`src/rtl/tcm_arbiter.sv`:
```
// Two-requester round-robin arbiter and sequencer for a single-port TCM SRAM
// with 1-cycle read latency and per-owner response backpressure.
module tcm_arbiter #(
   parameter int unsigned AW     = 32,
   parameter int unsigned DW     = 32,
   parameter int unsigned MW     = 4,
   parameter int unsigned RAM_AW = 9
) (
   input  logic              clk,
   input  logic              rst,
   input  logic              m0_cmd_valid,
   output logic              m0_cmd_ready,
   input  logic              m0_cmd_read,
   input  logic [AW-1:0]     m0_cmd_addr,
   input  logic [DW-1:0]     m0_cmd_wdata,
   input  logic [MW-1:0]     m0_cmd_wmask,
   output logic              m0_rsp_valid,
   input  logic              m0_rsp_ready,
   output logic [DW-1:0]     m0_rsp_rdata,
   input  logic              m1_cmd_valid,
   output logic              m1_cmd_ready,
   input  logic              m1_cmd_read,
   input  logic [AW-1:0]     m1_cmd_addr,
   input  logic [DW-1:0]     m1_cmd_wdata,
   input  logic [MW-1:0]     m1_cmd_wmask,
   output logic              m1_rsp_valid,
   input  logic              m1_rsp_ready,
   output logic [DW-1:0]     m1_rsp_rdata,
   output logic [RAM_AW-1:0] ram_addr,
   output logic [DW-1:0]     ram_din,
   output logic              ram_we,
   output logic [MW-1:0]     ram_wem,
   input  logic [DW-1:0]     ram_dout
);

   logic              pend;
   logic              own;
   logic              pend_rd;
   logic              hold_v;
   logic              last;
   logic [DW-1:0]     hold;
   logic [RAM_AW-1:0] addr_q;

   logic              stall;
   logic              rsp_fire;
   logic              gnt0;
   logic              gnt1;
   logic              fire;
   logic              sel;
   logic              sel_read;
   logic [DW-1:0]     rdata;

   // Byte-offset bits and the bits above the SRAM depth are dropped on purpose.
   logic unused_addr_bits;
   assign unused_addr_bits = ^{m0_cmd_addr[AW-1:RAM_AW+2], m0_cmd_addr[1:0],
                               m1_cmd_addr[AW-1:RAM_AW+2], m1_cmd_addr[1:0]};

   // Grant, stall and SRAM drive; last == 1 means m1 was granted most recently.
   always_comb begin
      rsp_fire     = pend & (own ? m1_rsp_ready : m0_rsp_ready);
      stall        = pend & ~rsp_fire;
      gnt0         = m0_cmd_valid & (~m1_cmd_valid | last);
      gnt1         = m1_cmd_valid & (~m0_cmd_valid | ~last);
      m0_cmd_ready = gnt0 & ~stall & ~rst;
      m1_cmd_ready = gnt1 & ~stall & ~rst;
      fire         = m0_cmd_ready | m1_cmd_ready;
      sel          = m1_cmd_ready;
      sel_read     = sel ? m1_cmd_read : m0_cmd_read;

      ram_addr = addr_q;
      ram_din  = '0;
      ram_we   = 1'b0;
      ram_wem  = '0;
      if (fire) begin
         ram_addr = sel ? m1_cmd_addr[RAM_AW+1:2] : m0_cmd_addr[RAM_AW+1:2];
         ram_din  = sel ? m1_cmd_wdata : m0_cmd_wdata;
         ram_we   = ~sel_read;
         ram_wem  = sel_read ? MW'(0) : (sel ? m1_cmd_wmask : m0_cmd_wmask);
      end
   end

   // Response steering: live SRAM data in the first response cycle, held data after.
   always_comb begin
      rdata        = pend_rd ? (hold_v ? hold : ram_dout) : '0;
      m0_rsp_valid = pend & ~own & ~rst;
      m1_rsp_valid = pend & own & ~rst;
      m0_rsp_rdata = m0_rsp_valid ? rdata : '0;
      m1_rsp_rdata = m1_rsp_valid ? rdata : '0;
   end

   always_ff @(posedge clk) begin
      if (rst) begin
         pend    <= 1'b0;
         own     <= 1'b0;
         pend_rd <= 1'b0;
         hold    <= '0;
         hold_v  <= 1'b0;
         last    <= 1'b1;
         addr_q  <= '0;
      end else if (fire) begin
         pend    <= 1'b1;
         own     <= sel;
         pend_rd <= sel_read;
         hold_v  <= 1'b0;
         last    <= sel;
         addr_q  <= ram_addr;
      end else begin
         if (rsp_fire) pend <= 1'b0;
         if (pend && !hold_v) begin
            hold   <= ram_dout;
            hold_v <= 1'b1;
         end
      end
   end

endmodule

```
`config.mk`:
```
export PLATFORM = sky130hd
export DESIGN_NAME = tcm_arbiter
export DESIGN_NICKNAME = d
export VERILOG_FILES = /design/src/rtl/tcm_arbiter.sv
export SDC_FILE = /design/constraint.sdc
export NUM_CORES = 1
export LEC_CHECK = 0
export ABC_AREA = 1
export BUFFER_PORTS_ARGS = -buffer_cell sky130_fd_sc_hd__buf_2
export CAP_MARGIN = 20
export CORE_AREA = 2 2 113 115
export CTS_CLUSTER_DIAMETER = 40
export DETAILED_ROUTE_END_ITERATION = 10
export DIE_AREA = 0 0 115 117
export GPL_ROUTABILITY_DRIVEN = 0
export PLACE_DENSITY_LB_ADDON = 0.08
export SKIP_LAST_GASP = 1
export SLEW_MARGIN = 20
export SYNTH_ARGS = -nofsm -noshare
export SYNTH_HDL_FRONTEND = slang
export SYNTH_SLANG_ARGS = --single-unit
```
`constraint.sdc`:
```
create_clock -name clk -period 2.2 [get_ports clk]
set_input_delay 0.44 -clock clk [delete_from_list [all_inputs] [get_ports clk]]
set_output_delay 0.44 -clock clk [all_outputs]
set_load 0.02 [all_outputs]
```
==> results.cfg, run 1 <==
[status]
run_status = complete, no violations

[drt]
ant_nets = 0
drc = 0
vias = 4434
firstDrtPassIters = 4
routedWlPerCell_um = 12.3
drt_iter0_markers = 173
viasPerCell = 4.43
routed_wl_um = 12300

[timing]
period_minus_slack_ns = 2.17
skew_ns = 0.00496
slew_violations = 0
fmax_mhz = 460
rsz0062_at_grt = yes
fin_crit_sh_pct = 98.8
tightest_slew_ns = 0.409
slew_headroom_pct = 72.7
tns_ns = 0
hold_viol = 0
final-setup-viol-count = 0

[placement]
post-place-cells = 980
dp_hpwl_um = 9380
numPortBuffers = 243
place_area_mm2 = 0.00476

[cts]
clock-sinks = 46
hold_buffers = 0
path_clk_slew_ns = 0.07
cts.htree.levels = 2
root_buffer = clkbuf_16
clk_latency_ns = 0.29
clockBufferDepth = 2
cts_made_buffers = 5
cts_tree = yes

[power]
p_leak_nw = 2.94
power_mw = 2.76
p_per_area_mw_per_mm2 = 513
ir_drop_mv = 0.378

[yosys]
netlist_area_mm2 = 0.00333
synth_top_area_share_pct = 27.6
ys_async_sr_fraction_pct = 0
synth_area_per_cell_um2 = 5.49
synthFlopType = dfxtp_1
synth_edf_count = 0
yosysWarnings = 0
synth_seq_cells = 46
yosysSeqAreaShare_pct = 27.6
synth_top_cell_by_area = dfxtp_1
syn-instance-count = 607
synthesis.nets = 783
synth_most_common_cell = nor2_1
yosysUniqueCellTypes = 21
synth_area_leaders = dfxtp_1 28%, nor2_1 23%, nand2_1 16%, o211ai_1 7.4%, inv_1 7.0%
synth.cells.most_frequent = 202 x nor2_1, 145 x nand2_1, 62 x inv_1

[floorplanning]
die_h_um = 117
initial_utilization_pct = 27.1
die_area_mm2 = 0.0135
fp.dieW_um = 115
rows = 41
core_mm2 = 0.0123
pin_count = 290

[worst_setup_path]
rr_worst_depth = 11
required_ns = 1.76
critPathLaunch = own
crit_end = ram_din[11]
rrSetupSlack_ns = 0.56
worstSetupPathType = register to output pin
arrival_ns = 1.73
worstPathMaxFanout = 4
cp-end-kind = output pin
reg2reg_from = own
critPathLaunchType = register
r2r_end = hold[24]

[job]
drv_cap = 0

[global_route]
grt_max_degree = 38
overflow = 0
grt_pass1_vias = 3871
grt_pass1_wl_um = 18500
grt_use_total_pct = 17.0
antenna_found_initial = 0

[finish]
nets = 1026
n_antenna_cell = 0
fin_area_mm2 = 0.00537
instances_no_fill = 1001
syn_to_final_growth_pct = 61.2
drive_above_1_share_pct = 38.9

[hold_path]
hold_class = primary input to register
-- worst max-delay path, stage by stage, from the launching register on --
cell	delay (ns)
dfxtp_4	0.36
inv_2	0.06
nand2_2	0.06
nand3_4	0.12
buf_6	0.14
nand2_8	0.06
buf_4	0.14
nand2_4	0.07
o21ai_0	0.10
nor2_2	0.16
buf_2	0.19
-- metal layers --
| metal | GRT usage [%] | vias to the layer above | part of all wire (%) |
|---|---|---|---|
| li1 | - | 2350 | - |
| met3 | 5.25 | 6 | 8.8 |
| met5 | 0 | - | 0 |
| met2 | 27.3 | 148 | 44 |
| met4 | 2.89 | 0 | 0.64 |
| met1 | 22.8 | 1930 | 47 |
-- layout by cell type, fill, tap and decap left out, types with 2 or more instances in the layout --
cell       count
buf_2        209
nor2_1       190
nand2_1      143
inv_1         62
buf_4         52
dfxtp_1       43
o211ai_1      33
nand3_1       19
o21ai_2       15
o21ai_1       11
nor2_2        11
o21ai_0       10
a21oi_1        9
clkbuf_16      9
buf_12         7
buf_6          5
inv_2          3
nor2_4         3
nand2_8        3
nand2_2        2
nand3_4        2
nor3_2         2
dfxtp_2        2
-- report_power, final --
| part | total (mW) | internal (mW) | switching (mW) |
|---|---|---|---|
| registers | 0.928 | 0.907 | 0.0214 |
| clock network | 0.773 | 0.450 | 0.323 |
| logic | 1.06 | 0.438 | 0.618 |
| total | 2.76 | 1.79 | 0.962 |
-- per-stage QoR --
step	util [%]	setup WS [ns]	hold slack [ns]
after floorplan	-	0.0289	0.451
after global placement	38.7	0.0279	0.464
after detailed placement	38.7	0.00906	0.465
after CTS	40.0	0.00897	0.387
after global routing	43.6	-0.0616	0.391
final	43.6	0.0259	0.392
-- repair_timing --
item,CTS,global route
buffers inserted,1,7
endpoints found under the setup margin,30,46
pin swaps,1,25
resized for setup,3,105
gates cloned,0,5
-- sequential cells by signal, summed over array words and instances, names as in the netlist --
signal,flops
last,1
own,1
addr_q,9
hold_v,1
hold,32
pend,1
pend_rd,1
-- how the worst min path moves through the flow --
stage	depth (start not counted)	start	to	slack [ns]
6_report	3	ram_dout[23]	hold[23]	0.39
4_1_cts	3	ram_dout[18]	hold[18]	0.39
3_5_place_dp	2	addr_q[3]	addr_q[3]	0.47
2_1_floorplan	2	addr_q[0]	addr_q[0]	0.45
3_3_place_gp	2	addr_q[8]	addr_q[8]	0.46
5_1_grt	3	ram_dout[20]	hold[20]	0.39
-- kinds of logic (layout without fill, tap and decap cells) --
family / count (synthesis) / after routing / share of synthesized area [%]
compound gates: 78 / 78 / 14.3
simple gates: 375 / 376 / 44.6
flops: 46 / 46 / 27.6
buf+inv: 108 / 351 / 13.5
-- final cells by class --
class / instances / area [um2]
clock inverter: 2 / 12.5
tap: 150 / 188
timing repair buffer: 278 / 1750
inverter: 65 / 244
clock buffer: 6 / 139
sequential: 46 / 927
fill: 1361 / 6940
multi-input combinational: 454 / 2120
Note: power is estimated with default switching activity, not from simulation.
==> inputs of run 2 (changes only) <==
--- a/config.mk
+++ b/config.mk
@@ -9,6 +9,7 @@
 export BUFFER_PORTS_ARGS = -buffer_cell sky130_fd_sc_hd__buf_2
 export CAP_MARGIN = 20
 export CORE_AREA = 2 2 113 115
+export CTS_BUF_LIST = sky130_fd_sc_hd__clkbuf_4 sky130_fd_sc_hd__clkbuf_8
 export CTS_CLUSTER_DIAMETER = 40
 export DETAILED_ROUTE_END_ITERATION = 10
 export DIE_AREA = 0 0 115 117
==> results.cfg, run 2 (same netlist as run 1, synthesis figures left out) <==
[worst_setup_path]
required_ns = 1.76
slowest_stage = dfxtp_4
critPathLaunchType = register
rrSetupSlack_ns = 0.54
reg2reg_from = own
rr_worst_depth = 11
worstSetupPathType = register to output pin
worstPathMaxFanout = 6
cp_slowest_stage_delay_ns = 0.37
crit_path_frequent_cell = nand2_8
cp_cell_sequence = inv_2 > nand2_2 > nand3_4 > buf_6 > nand2_8 > nand2_8 > o21ai_0 > nor2_1 > buf_4
arrival_ns = 1.77
r2r_end = hold[24]
cp-end-kind = output pin

[finish]
regArea_um2 = 927
reg_top3 = hold (32), addr_q (9)
drive_above_1_share_pct = 41.1
nets = 1026
largest_reg_flops = 32
syn_to_final_growth_pct = 64.6
final_cell_mix = 200 x buf_2, 189 x nor2_1, 138 x nand2_1
instances_no_fill = 1001
multi_input_area_mm2 = 0.00219
fin_area_mm2 = 0.00549
final_common_cell = buf_2
n_antenna_cell = 0
fillCellCount = 1353
top_register = hold

[cts]
cts_made_buffers = 5
clockBufferDepth = 2
cts.htree.levels = 2
clock-sinks = 46
root_buffer = clkbuf_8
cts_tree = yes
clk_latency_ns = 0.30
path_clk_slew_ns = 0.09

[timing]
timing.hold.ws_ns = 0.375
hold_viol = 0
period_minus_slack_ns = 2.21
slew_headroom_pct = 73.0
final-setup-viol-count = 1
fin_crit_sh_pct = 101
setup_ws_ns = -0.0120
slew_violations = 0
skew_ns = 0.00708
rsz0062_at_grt = yes
tightest_slew_ns = 0.405
fmax_mhz = 452

[placement]
numPortBuffers = 243
place_area_mm2 = 0.00476
post-place-cells = 980
dp_hpwl_um = 9380

[drt]
vias = 4440
viasPerCell = 4.44
wl_met2_um = 5670
routed_wl_um = 12600
wl_met3_um = 1080
drc = 0
wl_met1_um = 5840
top_layer_used = met4
ant_nets = 0
drt_iter0_markers = 159
firstDrtPassIters = 4
routedWlPerCell_um = 12.6

[floorplanning]
rows = 41
core_mm2 = 0.0123
initial_utilization_pct = 27.1
die_h_um = 117
fp.dieW_um = 115
pin_count = 290
die_area_mm2 = 0.0135

[hold_path]
hold_class = primary input to register
min_from = ram_dout[23]
hold_depth = 3
holdPathEnd = hold[23]

[power]
ir_drop_mv = 0.225
power_mw = 2.60
p_leak_nw = 2.95
p_per_area_mw_per_mm2 = 474

[global_route]
grt_pass1_wl_um = 18500
grt_pass1_vias = 3868
antenna_found_initial = 0
overflow = 0
grt_max_degree = 38
grt_use_total_pct = 17.0

[status]
run_status = finished, violations left
violations = setup timing

[job]
drv_cap = 0
==> run 2: cell types whose count changed in the layout (fill, tap and decap cells not counted), moves of 6 or more <==
cell and change:
buf_2 -9, buf_6 +13, o21ai_2 +7, o21ai_1 -9, buf_4 -6
==> run 2: cell type report <==
| type | count | area share, % |
|---|---|---|
| Multi-Input combinational cell | 454 | 39.9 |
| Sequential cell | 46 | 16.9 |
| Clock inverter | 2 | 0.228 |
| Tap cell | 150 | 3.42 |
| Clock buffer | 6 | 1.50 |
| Inverter | 65 | 4.49 |
| Timing Repair Buffer | 278 | 33.6 |
==> run 2: timing repair <==
| action | 4_1_cts | 5_1_grt |
|---|---|---|
| cloned | 0 | 8 |
| hold buffers | 0 | 0 |
| setup buffers | 1 | 4 |
| setup endpoints to repair | 42 | 71 |
| resized for setup | 11 | 139 |
| pin swaps | 1 | 29 |
==> run 2: metrics by stage <==
| stage | setup WS [ns] | setup TNS [ns] | utilization, % |
|---|---|---|---|
| floorplan | 0.0289 | 0 | - |
| global placement | 0.0279 | 0 | 38.7 |
| detailed placement | 0.00906 | 0 | 38.7 |
| CTS | -0.0110 | -0.0322 | 39.8 |
| global route | -0.143 | -4.18 | 44.6 |
| finish | -0.0120 | -0.0120 | 44.6 |
==> run 2: worst max-delay path by stage <==
stage                     from          endpoint  slack (ns)
after floorplan            rst  m1_rsp_rdata[10]        0.03
after global placement     rst        ram_wem[1]        0.03
after detailed placement   rst        ram_wem[0]       0.009
after CTS                  own       ram_din[22]       -0.01
after global routing       own        ram_din[6]       -0.14
final                      own        ram_din[6]       -0.01
==> run 2: worst max-delay path: cells and delay by family, from the launching register on <==
kind | cells | cell delay [ns]
and+or+nand+nor | 5 | 0.61
buffers and inverters | 3 | 0.40
DFF | 1 | 0.37
AOI/OAI and AO/OA | 1 | 0.09
==> run 2: metal layers <==
layer  vias to the layer above  GRT usage (%)
met5                         -              0
met4                         0           2.65
met3                         2           5.41
met2                       149           27.3
met1                      1941           22.9
li1                       2348              -
==> run 2: power breakdown <==
group	switching [mW]	internal [mW]	leakage [nW]
Combinational	0.642	0.476	2.52
Clock	0.300	0.253	0.0472
Sequential	0.0212	0.906	0.378
==> inputs of run 3 (changes only) <==
==> constraint.sdc (replaced) <==
create_clock -name clk -period 2.2 [get_ports clk]
set_input_delay 0.33 -clock clk [delete_from_list [all_inputs] [get_ports clk]]
set_output_delay 0.33 -clock clk [all_outputs]
set_load 0.02 [all_outputs]
==> results.cfg, run 3 (same netlist as run 1, synthesis figures left out) <==
[worst_setup_path]
rr_worst_depth = 10
worstPathMaxFanout = 39
worstSetupPathType = register to output pin
arrival_ns = 1.78
crit_end = ram_din[11]
r2r_end = hold[29]
path_buf_inv = 3
cp_cell_sequence = inv_2 > nand2_1 > nand3_4 > nand2_8 > buf_12 > o21ai_0 > nor2_1 > buf_4
rrSetupSlack_ns = 0.57
required_ns = 1.87
cp-end-kind = output pin
critPathLaunchType = register
cp_top_family = simple AND/OR/NAND/NOR gates
cp.depth = 8
cp_slowest_stage_delay_ns = 0.35
critPathLaunch = own
reg2reg_from = last
slowest_stage = dfxtp_2

[power]
ir_drop_mv = 0.318
power_mw = 2.50
p_sw_uw = 900
seqPwrFrac_pct = 37.1
p_leak_nw = 2.80
p_per_area_mw_per_mm2 = 506
p_sw_share_pct = 36.0
power.share.clock_pct = 26.0
pwr-share-comb_pct = 36.9
intPower_mw = 1.60

[finish]
instances_no_fill = 989
largest_reg_flops = 32
top_register = hold
final_cell_mix = 238 x buf_2, 201 x nor2_1, 145 x nand2_1
n_antenna_cell = 0
nets = 1014
post-route-util_pct = 40.1
final_common_cell = buf_2
drive_above_1_share_pct = 34.6
reg_top3 = hold (32), addr_q (9)
syn_to_final_growth_pct = 48.1

[global_route]
grt_max_degree = 45
grt_pass1_wl_um = 18000
grt_pass1_vias = 3853
antenna_found_initial = 0
overflow = 0
grt_use_total_pct = 16.6

[drt]
firstDrtPassIters = 5
routedWlPerCell_um = 12.2
drt_iter0_markers = 210
viasPerCell = 4.41
ant_nets = 0
routed_wl_um = 12000
drc = 0
vias = 4358

[floorplanning]
core_mm2 = 0.0123
initial_utilization_pct = 27.1
die_h_um = 117
die_area_mm2 = 0.0135
rows = 41
pin_count = 290
fp.dieW_um = 115

[placement]
dp_hpwl_um = 9080
numPortBuffers = 243
post-place-cells = 973

[timing]
skew_ns = 0.0116
slew_headroom_pct = 72.0
fmax_mhz = 475
tns_ns = 0
hold_viol = 0
rsz0062_at_grt = yes
period_minus_slack_ns = 2.11
fin_crit_sh_pct = 95.7
timing.hold.ws_ns = 0.262
final-setup-viol-count = 0
tightest_slew_ns = 0.419
slew_violations = 0

[hold_path]
hold_class = primary input to register
min_from = ram_dout[19]

[status]
run_status = complete, no violations

[cts]
cts_made_buffers = 5
clk_latency_ns = 0.30
clock-sinks = 46
path_clk_slew_ns = 0.09
root_buffer = clkbuf_8
clockBufferDepth = 2
cts.htree.levels = 2
cts_tree = yes

[job]
drv_cap = 0
==> run 3: metal layers <==
layer	track usage, %	vias up	wire, um
met3	5.72	8	1220
met2	26.2	156	5290
met1	22.4	1870	5420
met5	0	-	0
met4	2.81	0	98
li1	-	2324	-
==> run 3: power groups by stage <==
| stage | sequential (mW) | combinational (mW) | clock [mW] |
|---|---|---|---|
| 6_report | 0.927 | 0.921 | 0.651 |
| 5_1_grt | 0.935 | 1.04 | 0.722 |
| 4_1_cts | 0.926 | 0.889 | 0.673 |
| 3_3_place_gp | 0.944 | 0.871 | 0 |
| 3_5_place_dp | 0.946 | 0.882 | 0 |
| 2_1_floorplan | 0.940 | 0.573 | 0 |
==> run 3: tightest hold or removal path, stage by stage <==
cell,delay (ns)
buf_2,0.09
nor2_1,0.04
nor2_1,0.08
==> run 3: stage by stage <==
stage	setup WS, ns	cell area (um2)
3_5_place_dp	0.0788	4680
6_report	0.0950	4940
5_1_grt	-0.0511	4940
4_1_cts	-0.00112	4800
2_1_floorplan	0.0977	3330
3_3_place_gp	0.0972	4680
==> run 3: repair_timing <==
action | in CTS | in global routing
endpoints found under the setup margin | 13 | 40
setup buffers | 0 | 6
cloned | 0 | 2
pin swaps | 0 | 7
hold buffers | 0 | 0
resized for setup | 2 | 12
==> run 3: worst min path at each step <==
| stage | end | slack (ns) | cells past startpoint |
|---|---|---|---|
| floorplan | addr_q[0] | 0.45 | 2 |
| global placement | addr_q[0] | 0.47 | 2 |
| detailed placement | addr_q[4] | 0.47 | 2 |
| CTS | hold[28] | 0.26 | 3 |
| global route | hold[19] | 0.25 | 3 |
| finish | hold[19] | 0.26 | 3 |
==> run 3: final cells by class <==
class / count / area, um2
clock buffer: 6 / 76.3
fill: 1389 / 7380
sequential: 46 / 925
timing repair buffer: 265 / 1430
inverter: 65 / 244
clock inverter: 2 / 37.5
tap: 150 / 188
multi-input combinational: 455 / 2030
